--- src/rtl/disp_mux_alarma.sv ---
// Two-digit multiplexed 7-segment driver for the alarm FSM codes (estado on digit0, alerta on digit1).
// Scans with anti-ghost blanking and optional blink on digit1. Inputs are latched once per frame.
module disp_mux_alarma #(
   parameter int REFRESH_DIV = 50000,
   parameter int BLANK_CYC   = 500,
   parameter int BLINK_DIV   = 12500000
) (
   input  logic       CLK_clk_i,
   input  logic       RST_rst_i,
   input  logic [6:0] estado_seg_i,
   input  logic [6:0] alerta_seg_i,
   input  logic       blink_en_i,
   output logic [6:0] seg_o,
   output logic [3:0] an_o
);

   localparam int CNT_MAX = (REFRESH_DIV > BLANK_CYC) ? REFRESH_DIV : BLANK_CYC;
   localparam int CNT_W   = (CNT_MAX > 1) ? $clog2(CNT_MAX) : 1;
   localparam int BLINK_W = (BLINK_DIV > 1) ? $clog2(BLINK_DIV) : 1;

   localparam logic [CNT_W-1:0]   BLANK_LAST   = CNT_W'(BLANK_CYC - 1);
   localparam logic [CNT_W-1:0]   REFRESH_LAST = CNT_W'(REFRESH_DIV - 1);
   localparam logic [BLINK_W-1:0] BLINK_LAST   = BLINK_W'(BLINK_DIV - 1);

   localparam logic [6:0] SEG_OFF = 7'h7F;
   localparam logic [3:0] AN_OFF  = 4'hF;

   typedef enum logic [1:0] {
      S_BLANK0 = 2'd0,
      S_DIG0   = 2'd1,
      S_BLANK1 = 2'd2,
      S_DIG1   = 2'd3
   } scan_state_t;

   scan_state_t        state_q, state_d;
   logic [CNT_W-1:0]   cnt_q, cnt_d;
   logic [BLINK_W-1:0] blink_cnt_q;
   logic               blink_ph_q;
   logic [6:0]         est_q, ale_q;
   logic               blink_q;
   logic [6:0]         seg_d;
   logic [3:0]         an_d;
   logic               snap;

   // Frame start is the first cycle of S_BLANK0; both digits are latched together there
   assign snap = (state_q == S_BLANK0) && (cnt_q == '0);

   always_comb begin
      state_d = state_q;
      cnt_d   = cnt_q + CNT_W'(1);
      seg_d   = SEG_OFF;
      an_d    = AN_OFF;
      case (state_q)
         S_BLANK0: begin
            if (cnt_q == BLANK_LAST) begin
               state_d = S_DIG0;
               cnt_d   = '0;
            end
         end
         S_DIG0: begin
            seg_d = est_q;
            an_d  = 4'b1110;
            if (cnt_q == REFRESH_LAST) begin
               state_d = S_BLANK1;
               cnt_d   = '0;
            end
         end
         S_BLANK1: begin
            if (cnt_q == BLANK_LAST) begin
               state_d = S_DIG1;
               cnt_d   = '0;
            end
         end
         S_DIG1: begin
            // Blink only blanks the segments; the anode keeps its slot so scan timing is unchanged
            seg_d = (blink_q && blink_ph_q) ? SEG_OFF : ale_q;
            an_d  = 4'b1101;
            if (cnt_q == REFRESH_LAST) begin
               state_d = S_BLANK0;
               cnt_d   = '0;
            end
         end
         default: begin
            state_d = S_BLANK0;
            cnt_d   = '0;
         end
      endcase
   end

   always_ff @(posedge CLK_clk_i) begin
      if (RST_rst_i) begin
         state_q     <= S_BLANK0;
         cnt_q       <= '0;
         blink_cnt_q <= '0;
         blink_ph_q  <= 1'b0;
         est_q       <= SEG_OFF;
         ale_q       <= SEG_OFF;
         blink_q     <= 1'b0;
         seg_o       <= SEG_OFF;
         an_o        <= AN_OFF;
      end else begin
         state_q <= state_d;
         cnt_q   <= cnt_d;
         seg_o   <= seg_d;
         an_o    <= an_d;
         if (blink_cnt_q == BLINK_LAST) begin
            blink_cnt_q <= '0;
            blink_ph_q  <= ~blink_ph_q;
         end else begin
            blink_cnt_q <= blink_cnt_q + BLINK_W'(1);
         end
         if (snap) begin
            est_q   <= estado_seg_i;
            ale_q   <= alerta_seg_i;
            blink_q <= blink_en_i;
         end
      end
   end

endmodule

--- config.mk ---
export PLATFORM = sky130hd
export DESIGN_NAME = disp_mux_alarma
export DESIGN_NICKNAME = d
export VERILOG_FILES = /design/src/rtl/disp_mux_alarma.sv
export SDC_FILE = /design/constraint.sdc
export NUM_CORES = 1
export LEC_CHECK = 0
export ABC_AREA = 0
export CELL_PAD_IN_SITES_DETAIL_PLACEMENT = 1
export CELL_PAD_IN_SITES_GLOBAL_PLACEMENT = 2
export CORE_MARGIN = 4
export CORE_UTILIZATION = 38
export CTS_BUF_LIST = sky130_fd_sc_hd__clkbuf_16
export DETAILED_ROUTE_END_ITERATION = 12
export HOLD_SLACK_MARGIN = 0.06
export PLACE_DENSITY_LB_ADDON = 0.1
export SYNTH_ARGS = -nofsm -noshare
export SYNTH_HDL_FRONTEND = slang
export SYNTH_SLANG_ARGS = --single-unit
--- constraint.sdc ---
create_clock -name CLK_clk_i -period 3.1 [get_ports CLK_clk_i]
set_input_delay 0.31 -clock CLK_clk_i [delete_from_list [all_inputs] [get_ports CLK_clk_i]]
set_output_delay 0.31 -clock CLK_clk_i [all_outputs]
set_load 0.005 [all_outputs]
==> impl_metrics.json, run 1 <==
{
  "gp_congestion": 0.748,
  "syn_inst": 339,
  "drtAntennaViolNets": 0,
  "fin_skew_ps": 8.60,
  "status": "complete, no violations",
  "start_util_pct": 39.4,
  "syn_area_per_cell_sq_um": 9.03,
  "viasPerCell": 5.38,
  "wl_met2_um": 3340,
  "die_x_um": 97.7,
  "antenna_found_initial": 0,
  "holdBufCountCts": 0,
  "cts.sinks": 67,
  "wl_um": 7420,
  "async_flop_share_pct": 0,
  "wire_per_inst_um": 15.8,
  "syn_area_sq_um": 3060,
  "area_growth_pct": 21.3,
  "cts_tree": "yes",
  "hold_slack_ps": 457,
  "hpwl_um": 4990,
  "synth_area_leader_cell": "dfxtp_1",
  "core-area_sq_um": 7770,
  "insertion_delay_ps": 330,
  "fp.dieArea_sq_um": 9550,
  "finalCritPeriodShare_pct": 77.6,
  "top_layer": "met4",
  "grt_usage_pct": 16.3,
  "tns_ps": 0,
  "drtPass1Iterations": 4,
  "num_rows": 32,
  "start_kind": "flop",
  "antenna_cells": 0,
  "drc": 0,
  "yosysTopAreaCellShare_pct": 43.8,
  "drv_slew": 0,
  "power_density_nw_per_um2": 571,
  "worst-path-max-fanout": 17,
  "worstPathArrival_ps": 2610,
  "crit_chain": "inv_1, ha_1, nor4bb_1, and3_1, nand2_1, a211o_1",
  "drt-met1-wl_um": 3800,
  "drt_iter0_drc": 47,
  "cts.path.max_buffers": 2,
  "hold_viol_final": 0,
  "synthTopCellsByArea": "dfxtp_1, xnor2_1, a211o_1, ha_1, nor3_1",
  "final_common_cell": "dfxtp_1",
  "post-cts-setup-buffers": 0,
  "grt_setup_unrepaired": "no",
  "finalNetCount": 389,
  "synthDistinctLibCells": 44,
  "p_leak_uw": 0.00129,
  "htreeDepth": 3,
  "min_period_ps": 2410,
  "layout_common_cells": "dfxtp_1, clkdlybuf4s50_1, nor2_1, xnor2_1, nor3_1",
  "cpLargestDelayFamily": "simple AND/OR/NAND/NOR gates",
  "cts_buffers": 9,
  "port_buffers": 25,
  "route.met3.wl_um": 208,
  "vias": 2529,
  "max_freq_mhz": 416,
  "end_kind": "flop",
  "ctsRootBufferMaster": "clkbuf_16",
  "required_ps": 3310,
  "ios": 28,
  "grt_pass1_wl_um": 12800,
  "synth-seq-cells": 67,
  "timing.critical_path.buf_inv": 1,
  "drv_cap": 0,
  "tightest_slew_ps": 517,
  "globalRouteOverflowTotal": 0,
  "ys_warn_count": 0,
  "die_h_um": 97.7,
  "setup_viol": 0,
  "cp_slowest_cell": "and3_1",
  "cts_resized": 0,
  "relSlewSlack_pct": 65.5,
  "synthFlopType": "dfxtp_1",
  "clkTransAtPathRegs_ps": 60,
  "drive_above_1_share_pct": 8.15,
  "yosysSeqAreaShare_pct": 43.8,
  "grt_max_degree": 24,
  "hold_class": "reg -> reg",
  "path_class": "reg -> reg",
  "vdd_ir_drop_max_mv": 0.281,
  "grt_pass1_vias": 2577,
  "synth_edf_count": 0,
  "critPathMaxStageDelay_ps": 510
}
-- stage by stage --
stage	util (%)	power (uW)	cell area, sq um	worst slack [ps]	cells
6_report	47.8	2120	3710	694	470
5_1_grt	47.8	2210	3710	424	470
4_1_cts	47.8	2150	3710	690	470
3_5_place_dp	43.7	1050	3400	708	454
3_3_place_gp	43.7	1050	3400	817	454
2_1_floorplan	-	1010	3060	1180	340
-- state kept, by name, summed over array words and instances (netlist names), 2 cells and up --
signal,cells
an_o,2
est_q,7
blink_cnt_q,24
cnt_q,16
seg_o,7
state_q,2
ale_q,7
-- synthesized netlist by cell type (2+ instances only) --
library cell and n:
dfxtp_1 67, or2_2 2, nand3_1 14, nor4bb_1 3
or4_1 5, or2_1 2, nand2_1 16, a211o_1 14
inv_1 12, buf_4 2, xor2_1 4, and4_1 3
buf_2 4, mux2i_1 3, xnor2_1 24, ha_1 9
o21bai_1 2, clkbuf_1 11, nor2_1 24, nand2b_1 6
and3_1 15, o31ai_1 5, a21oi_1 16, nor4_1 10
or3_1 7, nor3_1 22, nand4_1 12, o21ai_0 9
-- power by group --
part,internal (uW),switching (uW),total (uW)
combinational,61.1,56.6,118
sequential,894,21.5,915
clock,701,388,1090
-- cell type report --
type / count / area [sq um]
fillers: 914 / 4050
multi-input cells: 242 / 1590
flip-flops and latches: 67 / 1340
repair buffers: 31 / 295
clock buffers: 9 / 225
well taps: 102 / 128
clock inverters: 7 / 92.6
inverters: 12 / 45.0
-- metal layers --
layer  up-vias  global-route usage, %
met1      1229                   22.8
met3         8                   4.64
li1       1258                      -
met2        34                   24.7
met5         -                      0
met4         0                   4.15
-- cell families (layout without fill, tap and decap cells) --
kind of cell	Yosys count	after routing	share of synthesized area [%]
fa+ha+maj	9	9	3.68
simple gates	149	149	27.8
mux	3	3	0.981
xor+xnor	28	28	8.01
compound gates	51	51	11.1
buf+inv	31	59	4.46
other cells	1	2	0.123
flops	67	67	43.8
-- final timing paths --
kind,startpoint,end,slack [ps],cells past startpoint
worst max-delay path,state_q[0],ale_q[5],690,6
worst min-delay path,ale_q[2],ale_q[2],460,1
worst max register to register,state_q[0],ale_q[5],690,6
worst min register to register,ale_q[2],ale_q[2],460,1
Power figures use the tool's default switching activity.
==> inputs of run 2 (changes only) <==
Settings changed: CORE_UTILIZATION 38 to 32.
Clock period 3.1 ns to 2 ns, I/O delays scaled along.
==> run 2 against run 1 <==
Net effect:
- routed wire length is 2.6% higher
- count of clock-buffer cells in the layout stayed put
- via count is 2.5% higher
- sequential power increased by 55%
- largest cell class unchanged
- largest power group unchanged
- clock skew up 0.83 ps
- setup slack got worse by 560 ps
- highest routed layer unchanged
- maximum frequency up 29%
- non-clock buffer count increased by 16
- critical endpoint is now blink_cnt_q[19]
- sequential share of layout area down 2.2 points
- final area up 6.5%
- sequential cell count unchanged
- critical path depth down 2
==> impl_metrics.json, run 2 (synthesis gave the netlist of run 1 again) <==
{
  "fin_skew_ps": 9.43,
  "drc": 0,
  "hold_class": "in -> reg",
  "cts.sinks": 67,
  "max_freq_mhz": 535,
  "globalRouteOverflowTotal": 0,
  "crit_chain": "nand4_4, or3_1, or4_4, a21oi_2",
  "hold_slack_ps": 435,
  "dp_slack_ps": 68.1,
  "start_util_pct": 33.0,
  "drt_iter0_drc": 65,
  "worst-path-max-fanout": 9,
  "drv_slew": 0,
  "cts.path.max_buffers": 2,
  "grt_pass1_wl_um": 12800,
  "hpwl_um": 5180,
  "antenna_cells": 0,
  "min_period_ps": 1870,
  "tns_ps": 0,
  "htreeDepth": 3,
  "core-area_sq_um": 9280,
  "p_total_uw": 3700,
  "cts_buffers": 9,
  "cts_tree": "yes",
  "port_buffers": 25,
  "fp.dieArea_sq_um": 11200,
  "drv_cap": 0,
  "layout_common_cells": "dfxtp_1, clkdlybuf4s50_1, nor2_1, xnor2_1, nor3_1",
  "setup_slack_ps": 130,
  "power_density_nw_per_um2": 936,
  "largest_register_ffs": 24,
  "setup_viol": 0,
  "holdBufCountCts": 0,
  "final_common_cell": "dfxtp_1",
  "finalNetCount": 405,
  "required_ps": 2270,
  "wire_per_inst_um": 14.8,
  "end_kind": "flop",
  "drtAntennaViolNets": 0,
  "grt_max_degree": 25,
  "finalCritPeriodShare_pct": 93.5,
  "num_rows": 35,
  "gp_congestion": 0.757,
  "antenna_found_initial": 0,
  "area_growth_pct": 29.3,
  "critPathMaxStageDelay_ps": 560,
  "grt_usage_pct": 14.2,
  "p_leak_uw": 0.00141,
  "grt_setup_unrepaired": "no",
  "wl_um": 7620,
  "viasPerCell": 5.05,
  "status": "complete, no violations",
  "drtPass1Iterations": 4,
  "die_h_um": 106,
  "regMostFlops": "blink_cnt_q",
  "cp_slowest_cell": "or4_4",
  "grt_pass1_vias": 2623,
  "ctsRootBufferMaster": "clkbuf_16",
  "postLayoutCoreUtil_pct": 42.6,
  "drive_above_1_share_pct": 12.5,
  "start_kind": "flop",
  "die_x_um": 106,
  "vias": 2592,
  "ios": 28,
  "worstPathArrival_ps": 2140,
  "insertion_delay_ps": 330,
  "vdd_ir_drop_max_mv": 0.492,
  "hold_viol_final": 0,
  "clkTransAtPathRegs_ps": 60,
  "path_class": "reg -> reg",
  "largestRegisters": "blink_cnt_q x24, cnt_q x16"
}
## run 2: changes by cell type in the layout (fill, tap and decap cells not counted), sizes merged
cell      delta
clkinvlp     -2
bufinv       +3
clkinv       -1
buf         +16
## run 2: per-stage QoR
stage                     area, sq um  cells
after global placement           3560    497
after global routing             3960    513
after detailed placement         3560    497
after floorplan                  3060    340
final                            3960    513
after CTS                        3950    513
## run 2: cell type report
class | count | area (sq um)
clock inverter | 7 | 164
inverter | 12 | 45.0
clock buffer | 9 | 225
fill | 1090 | 5330
tap | 129 | 161
multi-input combinational | 242 | 1590
timing repair buffer | 47 | 428
sequential | 67 | 1340
## run 2: report_power, final
part | internal [uW] | leakage [uW] | switching, uW
clock network | 1470 | 0.000190 | 611
registers | 1380 | 0.000545 | 30.2
logic | 109 | 0.000679 | 96.5
## run 2: layer usage
layer  wire length (um)  global-route usage (%)  up-vias
li1                   -                       -     1295
met5                  0                       0        -
met4                 71                    5.00        0
met3                264                    3.98        4
met2               3440                    22.6       32
met1               3840                    18.4     1261
## run 2: critical path, delay by kind of cell, from the launching register on
family	cells	cell delay [ps]
simple gates	3	1210
flops	1	450
compound gates	1	140
## run 2: worst paths after layout
kind / slack (ps) / start / cells after the start / endpoint
min reg2reg: 460 / ale_q[4] / 1 / ale_q[4]
min: 430 / blink_en_i / 3 / blink_q
max: 130 / blink_cnt_q[2] / 4 / blink_cnt_q[19]
max reg2reg: 130 / blink_cnt_q[2] / 4 / blink_cnt_q[19]
## run 2: timing repair
action	in CTS	in global routing
setup buffers	0	0
gates resized for setup	0	1
setup endpoints to repair	0	4
